<file path="src/rtl/mult_share_arbiter.sv">
// mult_share_arbiter
// Shares one fixed-latency 18x18 unsigned multiplier between NREQ requesters.
// A round-robin arbiter grants at most one request per cycle. The granted
// operands are registered onto mul_a/mul_b, and a {valid, idx} tag travels
// down a shift pipeline. The tag lines up with mul_p MUL_LAT edges later, and
// one edge after that the product is steered back to its requester as a
// one-hot strobe. Results come back in issue order and cannot be stalled.
module mult_share_arbiter #(
    parameter int NREQ    = 4,
    parameter int MUL_LAT = 5,
    parameter int CNT_W   = 4
) (
    input  logic                 clk,
    input  logic                 rst,
    input  logic [NREQ-1:0]      req_valid,
    input  logic [NREQ*18-1:0]   req_a,
    input  logic [NREQ*18-1:0]   req_b,
    output logic [NREQ-1:0]      req_ready,
    input  logic                 hold,
    output logic [17:0]          mul_a,
    output logic [17:0]          mul_b,
    input  logic [35:0]          mul_p,
    output logic [NREQ-1:0]      res_valid,
    output logic [35:0]          res_data,
    output logic [CNT_W-1:0]     inflight
);

    // Requester index width; one spare bit is used for the wrap-around search.
    localparam int IDX_W = (NREQ > 1) ? $clog2(NREQ) : 1;
    // Upper bound on outstanding operations: one per tag stage.
    localparam logic [CNT_W-1:0] INF_MAX = CNT_W'(MUL_LAT + 1);

    // Unpacked per-requester operands.
    logic [17:0]        op_a [NREQ];
    logic [17:0]        op_b [NREQ];

    // Arbitration results.
    logic               win_found;
    logic [IDX_W-1:0]   win_idx;
    logic [IDX_W:0]     cand;
    logic               transfer;
    logic [NREQ-1:0]    grant_vec;

    // Round-robin pointer: the requester searched first.
    logic [IDX_W-1:0]   rr_ptr_q;
    logic [IDX_W-1:0]   rr_ptr_d;

    // Multiplier operand registers.
    logic [17:0]        mul_a_q;
    logic [17:0]        mul_a_d;
    logic [17:0]        mul_b_q;
    logic [17:0]        mul_b_d;

    // Tag pipeline: stage MUL_LAT lines up with mul_p.
    logic               tag_vld_q [0:MUL_LAT];
    logic [IDX_W-1:0]   tag_idx_q [0:MUL_LAT];

    // Return path.
    logic               ret;
    logic [NREQ-1:0]    res_valid_q;
    logic [NREQ-1:0]    res_valid_d;
    logic [35:0]        res_data_q;
    logic [35:0]        res_data_d;

    // Outstanding operation counter.
    logic [CNT_W-1:0]   inflight_q;
    logic [CNT_W-1:0]   inflight_d;

    // Slice the packed operand buses into per-requester words.
    generate
        for (genvar gi = 0; gi < NREQ; gi++) begin : g_unpack
            assign op_a[gi] = req_a[18*gi +: 18];
            assign op_b[gi] = req_b[18*gi +: 18];
        end
    endgenerate

    // Find the first valid requester starting at rr_ptr, wrapping modulo NREQ.
    always_comb begin
        win_found = 1'b0;
        win_idx   = '0;
        cand      = '0;
        for (int k = 0; k < NREQ; k++) begin
            cand = {1'b0, rr_ptr_q} + (IDX_W+1)'(k);
            if (cand >= (IDX_W+1)'(NREQ)) begin
                cand = cand - (IDX_W+1)'(NREQ);
            end
            if (!win_found && req_valid[cand[IDX_W-1:0]]) begin
                win_found = 1'b1;
                win_idx   = cand[IDX_W-1:0];
            end
        end
    end

    // The winner is always valid, so any unheld winner is a transfer.
    assign transfer = win_found && !hold;

    // One-hot grant decoded from the winner index.
    generate
        for (genvar gi = 0; gi < NREQ; gi++) begin : g_grant
            assign grant_vec[gi] = transfer && (win_idx == IDX_W'(gi));
        end
    endgenerate

    assign req_ready = grant_vec;

    // Next pointer: one past the granted requester; unchanged without a transfer.
    always_comb begin
        rr_ptr_d = rr_ptr_q;
        if (transfer) begin
            if (win_idx == IDX_W'(NREQ - 1)) begin
                rr_ptr_d = '0;
            end else begin
                rr_ptr_d = win_idx + 1'b1;
            end
        end
    end

    // Granted operands go to the multiplier; idle cycles feed zeros.
    always_comb begin
        mul_a_d = '0;
        mul_b_d = '0;
        if (transfer) begin
            mul_a_d = op_a[win_idx];
            mul_b_d = op_b[win_idx];
        end
    end

    // Arbiter pointer and operand registers.
    always_ff @(posedge clk or posedge rst) begin
        if (rst) begin
            rr_ptr_q <= '0;
            mul_a_q  <= '0;
            mul_b_q  <= '0;
        end else begin
            rr_ptr_q <= rr_ptr_d;
            mul_a_q  <= mul_a_d;
            mul_b_q  <= mul_b_d;
        end
    end

    // Tag stage 0 captures the issue decision on the same edge as the operands.
    always_ff @(posedge clk or posedge rst) begin
        if (rst) begin
            tag_vld_q[0] <= 1'b0;
            tag_idx_q[0] <= '0;
        end else begin
            tag_vld_q[0] <= transfer;
            tag_idx_q[0] <= win_idx;
        end
    end

    // Remaining tag stages shift unconditionally; the multiplier cannot stall.
    generate
        for (genvar gi = 1; gi <= MUL_LAT; gi++) begin : g_tag
            // Shift stage gi-1 into stage gi every edge.
            always_ff @(posedge clk or posedge rst) begin
                if (rst) begin
                    tag_vld_q[gi] <= 1'b0;
                    tag_idx_q[gi] <= '0;
                end else begin
                    tag_vld_q[gi] <= tag_vld_q[gi-1];
                    tag_idx_q[gi] <= tag_idx_q[gi-1];
                end
            end
        end
    endgenerate

    // A valid tag in the last stage means mul_p holds its product now.
    assign ret = tag_vld_q[MUL_LAT];

    // Steer the strobe to the tagged requester.
    generate
        for (genvar gi = 0; gi < NREQ; gi++) begin : g_ret
            assign res_valid_d[gi] = ret && (tag_idx_q[MUL_LAT] == IDX_W'(gi));
        end
    endgenerate

    // Products with no valid tag (idle slots, pre-reset leftovers) are masked to 0.
    assign res_data_d = ret ? mul_p : 36'd0;

    // Count up on issue, down on return; a simultaneous pair cancels.
    always_comb begin
        inflight_d = inflight_q;
        if (transfer && !ret) begin
            if (inflight_q != INF_MAX) begin
                inflight_d = inflight_q + 1'b1;
            end
        end else if (!transfer && ret) begin
            if (inflight_q != '0) begin
                inflight_d = inflight_q - 1'b1;
            end
        end
    end

    // Result and counter registers.
    always_ff @(posedge clk or posedge rst) begin
        if (rst) begin
            res_valid_q <= '0;
            res_data_q  <= '0;
            inflight_q  <= '0;
        end else begin
            res_valid_q <= res_valid_d;
            res_data_q  <= res_data_d;
            inflight_q  <= inflight_d;
        end
    end

    assign mul_a     = mul_a_q;
    assign mul_b     = mul_b_q;
    assign res_valid = res_valid_q;
    assign res_data  = res_data_q;
    assign inflight  = inflight_q;

endmodule

</file>
<file path="config.mk">
export PLATFORM = sky130hd
export DESIGN_NAME = mult_share_arbiter
export DESIGN_NICKNAME = d
export VERILOG_FILES = /design/src/rtl/mult_share_arbiter.sv
export SDC_FILE = /design/constraint.sdc
export NUM_CORES = 1
export LEC_CHECK = 0
export BUFFER_PORTS_ARGS = -buffer_cell sky130_fd_sc_hd__clkbuf_2
export CAP_MARGIN = 10
export CORE_MARGIN = 2
export CORE_UTILIZATION = 44
export CTS_CLUSTER_DIAMETER = 30
export DETAILED_ROUTE_END_ITERATION = 8
export PLACE_DENSITY = 0.81
export SYNTH_ARGS = -nofsm -noshare
export SYNTH_HDL_FRONTEND = slang
export SYNTH_SLANG_ARGS = --single-unit
</file>
<file path="constraint.sdc">
create_clock -name clk -period 3.2 [get_ports clk]
set_input_delay 0.16 -clock clk [delete_from_list [all_inputs] [get_ports clk]]
set_output_delay 0.16 -clock clk [all_outputs]
set_load 0.01 [all_outputs]
</file>
== Yosys cells after proc, flatten, opt, wreduce, memory -nomap -nowiden ==
Index checks and enable logic that the tools add are counted.

* Bits in latches: 0
* Memory bits (writable): 0
* Flip-flop bits (word level): 100
* Output and inout port bits: 84
* Bits in read-only memories: 0
* Input port bits: 187
* Memories: 0

* Bitwise logic cells: 1
* Div/mod/pow operators: 0
* Reductions and logical operators: 26
* Multipliers: 0
* Equal/unequal tests: 8
* Shifts and indexed selects: 0
* $lt $le $gt $ge: 9
* Mux-type cells: 34
* $add $sub $neg: 10

{| class="wikitable"
|+ Operators with widths
! kind !! number
|-
| $mux 18 || 6
|-
| $bmux 18 s2 || 2
|-
| $mux 36 || 1
|-
| $mux 2 || 9
|-
| $mux 4 || 4
|-
| $logic_and 1x1->1 || 14
|-
| $ge 3x3->1 const B || 4
|-
| $lt 2x3->1 const B || 4
|-
| $bmux 1 s2 || 4
|-
| $eq 2x2->1 const B || 4
|-
| $mux 1 || 8
|-
| $sub 2x1->2 const B || 4
|-
| $add 2x2->3 const B || 2
|-
| $logic_not 1->1 || 6
|-
| $add 4x1->4 const B || 1
|-
| $eq 2x1->1 const B || 2
|-
| $logic_not 2->1 || 2
|-
| $ne 4x3->1 const B || 1
|-
| $reduce_bool 2->1 || 2
|-
| $reduce_bool 4->1 || 1
|-
| $sub 4x1->4 const B || 1
|-
| $add 2x1->3 const B || 1
|-
| $ge 2x3->1 const B || 1
|-
| $not 2->3 || 1
|-
| 3 further kinds || 3
|}

== Depth between registers and ports, before layout ==
* Word-level depth: 19
* Depth in mapped cells: 9
* Mapped depth without buffers: 9

== Worst setup path before layout ==
Ideal clock, no wire load.

* Kind: input -> register
* Start point: in req_valid[2]
* End point: reg inflight_q[3] (netlist: inflight[3])
* Slack: 1148 ps
* Required time: 3079 ps
* Stages: 9
* Library setup time: 121 ps
* Data arrival time: 1931 ps
* Cell sequence: nor4_1 > nor2_1 > ha_1 > inv_1 > ha_1 > a21o_1 > a21oi_1 > xnor2_1 > a22o_1

* Cells in the longest elaborated chain, start to end: 17
* Elaborated cells on any way between the ends: 27
* Classes of those cells: eq/ne (1); mux (13); reduce/logical (13)

{| class="wikitable"
|+ RTL lines
! what !! RTL line !! RTL
|-
| from (decl) || 15 || <nowiki>input logic [NREQ-1:0] req_valid,</nowiki>
|-
| $bmux 1 s2 || 87 || <nowiki>if (!win_found && req_valid[cand[IDX_W-1:0]]) begin</nowiki>
|-
| $mux 1 (not written as such) || 87 ||
|-
| $mux 1 || 87 ||
|-
| $logic_not 1->1 || 87 ||
|-
| $logic_and 1x1->1 || 87 ||
|-
| $mux 1 || 87 ||
|-
| $logic_not 1->1 || 87 ||
|-
| $logic_and 1x1->1 || 87 ||
|-
| [2 not listed] || -- ||
|-
| $logic_and 1x1->1 || 87 ||
|-
| $mux 1 (*) || 87 ||
|-
| $logic_and 1x1->1 (*) || 95 || <nowiki>assign transfer = win_found && !hold;</nowiki>
|-
| net transfer || 41 || <nowiki>logic transfer;</nowiki>
|-
| $logic_not 1->1 || 188 || <nowiki>end else if (!transfer && ret) begin</nowiki>
|-
| $logic_and 1x1->1 || 188 ||
|-
| $reduce_bool 2->1 (no line) || -- ||
|-
| $reduce_and 3->1 (no line) || -- ||
|-
| to (signal assigned) || 204 || <nowiki>inflight_q <= inflight_d;</nowiki>
|-
| to (decl) || 66 || <nowiki>logic [CNT_W-1:0] inflight_q;</nowiki>
|}

The timed path passes the listed nets; every way through them passes the cells marked *. The select of a mux whose other input is x is not followed.
A chain may end at the register's enable or synchronous reset.

== Worst setup path after layout ==
* Start point: reg rr_ptr_q[0]
* End point: reg mul_a_q[17] (netlist: mul_a[17])

* Cells in the longest elaborated chain, start to end: 19
* Elaborated cells on any way between the ends: 43
* Classes of those cells: add/sub (7); order compare (4); mux (24); bitwise (1); reduce/logical (7)

{| class="wikitable"
|+ RTL lines
! what !! RTL line !! RTL
|-
| from (decl) || 45 || <nowiki>logic [IDX_W-1:0] rr_ptr_q;</nowiki>
|-
| from (signal assigned) || 135 || <nowiki>rr_ptr_q <= rr_ptr_d;</nowiki>
|-
| branches (longest 18 deep; another with $add 2x1->3) || -- ||
|-
| $mux 18 (*) || 122 || <nowiki>if (transfer) begin</nowiki>
|-
| net mul_a_d[17] || 50 || <nowiki>logic [17:0] mul_a_d;</nowiki>
|-
| to (signal assigned) || 136 || <nowiki>mul_a_q <= mul_a_d;</nowiki>
|-
| to (decl) || 49 || <nowiki>logic [17:0] mul_a_q;</nowiki>
|}

Mark *: on every way through the listed nets, which the timed path passes. The select of a mux whose other input is x is not followed.

==> results.md <==
* Clk pwr share at 20.4%
* Number of port buffers at 270
* Crit end category: register
* Root Buffer Master: clkbuf_8
* Initial Util at 45.6%
* Syn_nets at 515
* Switching part of the total at 34.3%
* Antenna cells at 0
* Core ar. at 0.00986 mm²
* Post_cts resized at 0
* Arr. time, crit path at 2.57 ns
* # IOs at 271
* Area Growth Syn to Fin at 40.1%
* Period utilization at 71.7%
* Hold/Removal Path Class: primary input to asynchronous set/reset pin
* Final non-filler cell total at 747
* First-pass GRT wire length at 18.1 mm
* Congestion Overflow GR at 0
* All-Layer GR Usage at 21.0%
* Post-Route WL at 12.2 mm
* Slowest cell on crit path: or4_2
* Yosys warns at 0
* Gpl congestion at 0.747
* First DRT Iteration DRCs at 124
* Vias in the first global route at 3694
* Ys async rst share at 100%
* Fin Hold WS at -0.0219 ns
* Cell area after synthesis at 0.00450 mm²
* Setup CP Type: register to register
* CTS clock-pin slew for the worst setup and hold paths at 0.10 ns
* Crit path cell chain: and2b_1 -> a311oi_2 -> or4_2 -> o22ai_1
* Max clock buf depth at 2
* Number of buffers created by CTS at 9
* Post-synthesis cell count at 320
* CTS HTree Levels at 3
* Setup violators final at 0
* Sequential share of power at 43.2%
* Final Hold Fails at 12
* Max Cap Viol at 0
* FF+latch count, synth at 100
* Routed via count at 3640
* Sequential fraction of the synthesis area at 55.7%
* P_int at 2.47 mW
* Avg WL per Cell at 16.4 µm
* Number of flops mapped to enable cells by yosys at 0
* Worst-Margin Slew at 1.00 ns
* DR vias/cell at 4.87
* Relative slew slack at 33.1%
* Fin. max-slew vios at 0
* Syn Area/Cell at 14.0 µm²
* Fillers at 754
* Post-Place Cells at 710
* Post-layout minimum cycle time at 2.30 ns
* Nets at 804
* DP Wirelength at 9.05 mm
* Logic pwr share at 36.4%
* Die Ht at 105 µm
* Status: finished with violations
* Worst skew pair latency at 0.36 ns
* Setup_tns at 0 ns
* DRC viols at 0
* Total power at 3.76 mW
* Power Density at 597 mW/mm²
* CP required at 3.47 ns
* RSZ-0062 raised after global routing: false
* Commonest non-fill, non-tap cell in the layout: clkbuf_2
* Switch Pwr at 1.29 mW
* Final ANT Viol Nets at 0
* CTS tree: built
* Skew final at 0.00919 ns
* P_leak at 3.49 nW
* Post-synth cell types at 39
* DRT Pass-1 Iters at 4
* Rows at 36
* Violated checks: negative hold slack
* Fmax at 0.436 GHz
* Clock Sinks at 100
* Predominant post-synthesis flop cell: dfrtp_1
* Maximum fanout along the worst path at 36
* Layout cell share with drive strength beyond 1 at 53.7%
* Die X at 105 µm
* Commonest non-fill, non-tap cells in the layout: 270 x clkbuf_2, 100 x dfrtp_1, 73 x mux2i_1, 40 x and2_1, 30 x o22ai_2
* Initial antenna violation count at 0
* Worst path max stage delay at 1.17 ns
* CP top delay family: simple AND/OR/NAND/NOR gates
* Peak VDD IR at 324 µV
* Largest net degree at the start of global routing at 79
* Worst setup SP type: register
* Die footprint at 0.0110 mm²
* CP Buf/Inv Count at 0
* Util after Layout at 63.8%
through the flow:
stage	area (µm²)	worst slack, ns	hold WS [ns]
after floorplan	4500	0.421	0.286
after detailed placement	5900	0.642	0.335
after CTS	6220	0.892	0.000429
after global placement	5900	0.875	0.332
final	6300	0.904	-0.0219
after global routing	6300	0.787	0.00162
final cells by class:
class,count,area (µm²),share of cell area [%]
multi-input combinational,194,1800,28.5
clock inverter,5,42.5,0.676
tap,133,166,2.64
timing repair buffer,297,1620,25.7
inverter,7,28.8,0.457
sequential,100,2500,39.7
clock buffer,11,141,2.25
registers in the layout (all words and copies together), names as in the netlist:
name / count
mul_a: 18
tag_idx_q: 12
ret: 1
res_valid: 4
tag_vld_q: 5
inflight: 4
rr_ptr_q: 2
mul_b: 18
res_data: 36
worst register-to-register path: stages (launching register included):
cell	delay [ns]
dfrtp_1	0.43
and2b_1	0.23
a311oi_2	0.07
or4_2	1.17
o22ai_1	0.31
routing by layer:
layer  wire (µm)  global-route usage (%)  part of all wire, %  vias to the layer above
met5           0                       0                    0                        -
met4         215                    6.29                  1.8                        0
met3         938                    6.74                  7.7                       18
met2        6510                    38.2                   53                      181
met1        4580                    23.1                   37                     1736
li1            -                       -                    -                     1705
power by group through the flow:
| stage | Combinational (mW) | Clock, mW | Sequential (mW) |
|---|---|---|---|
| 2_1_floorplan | 0.869 | 0 | 1.71 |
| 3_3_place_gp | 1.31 | 0 | 1.63 |
| 3_5_place_dp | 1.36 | 0 | 1.65 |
| 4_1_cts | 1.38 | 0.781 | 1.62 |
| 5_1_grt | 1.48 | 0.847 | 1.65 |
| 6_report | 1.37 | 0.767 | 1.62 |
Yosys cell counts (all sizes together) (2+ instances only):
| cell type | n | area, µm² |
|---|---|---|
| nor3b | 2 | 15.0 |
| nor2 | 6 | 22.5 |
| inv | 7 | 26.3 |
| o22ai | 36 | 413 |
| mux2 | 5 | 60.1 |
| mux2i | 73 | 731 |
| a21oi | 2 | 10.0 |
| dfrtp | 100 | 2500 |
| and2 | 40 | 250 |
| nand2 | 2 | 7.51 |
| nor3 | 2 | 10.0 |
| o21ai | 2 | 13.8 |
| buf | 15 | 176 |
| clkbuf | 4 | 15.0 |
| and3 | 2 | 12.5 |
| ha | 7 | 87.6 |
logic make-up after synthesis:
group,synth area share (%)
AND/OR/NAND/NOR,8.02
flip-flops,55.7
AO/OA/AOI/OAI,11.1
multiplexers,17.6
buffers and inverters,4.84
adder cells (fa/ha/maj),2.39
XOR/XNOR,0.390
path summary, 6_finish.rpt:
check | cells past startpoint | endpoint | slack (ns) | from
min in group clk | 2 | res_data[29] | 0.02 | mul_p[29]
max reg2reg | 4 | mul_a[17] | 0.90 | rr_ptr_q[0]
min reg2reg | 0 | tag_idx_q[8] | 0.36 | tag_idx_q[10]
max in group asynchronous | 3 | res_data[14] | 2.45 | rst
max | 4 | mul_a[17] | 0.90 | rr_ptr_q[0]
min | 2 | res_valid[0] | -0.02 | rst
what timing repair did:
| item | 4_1_cts | 5_1_grt |
|---|---|---|
| hold buffers | 13 | 8 |
| endpoints found under the hold margin | 13 | 8 |
| buffers inserted | 0 | 0 |
Note: power is estimated with default switching activity, not from simulation.
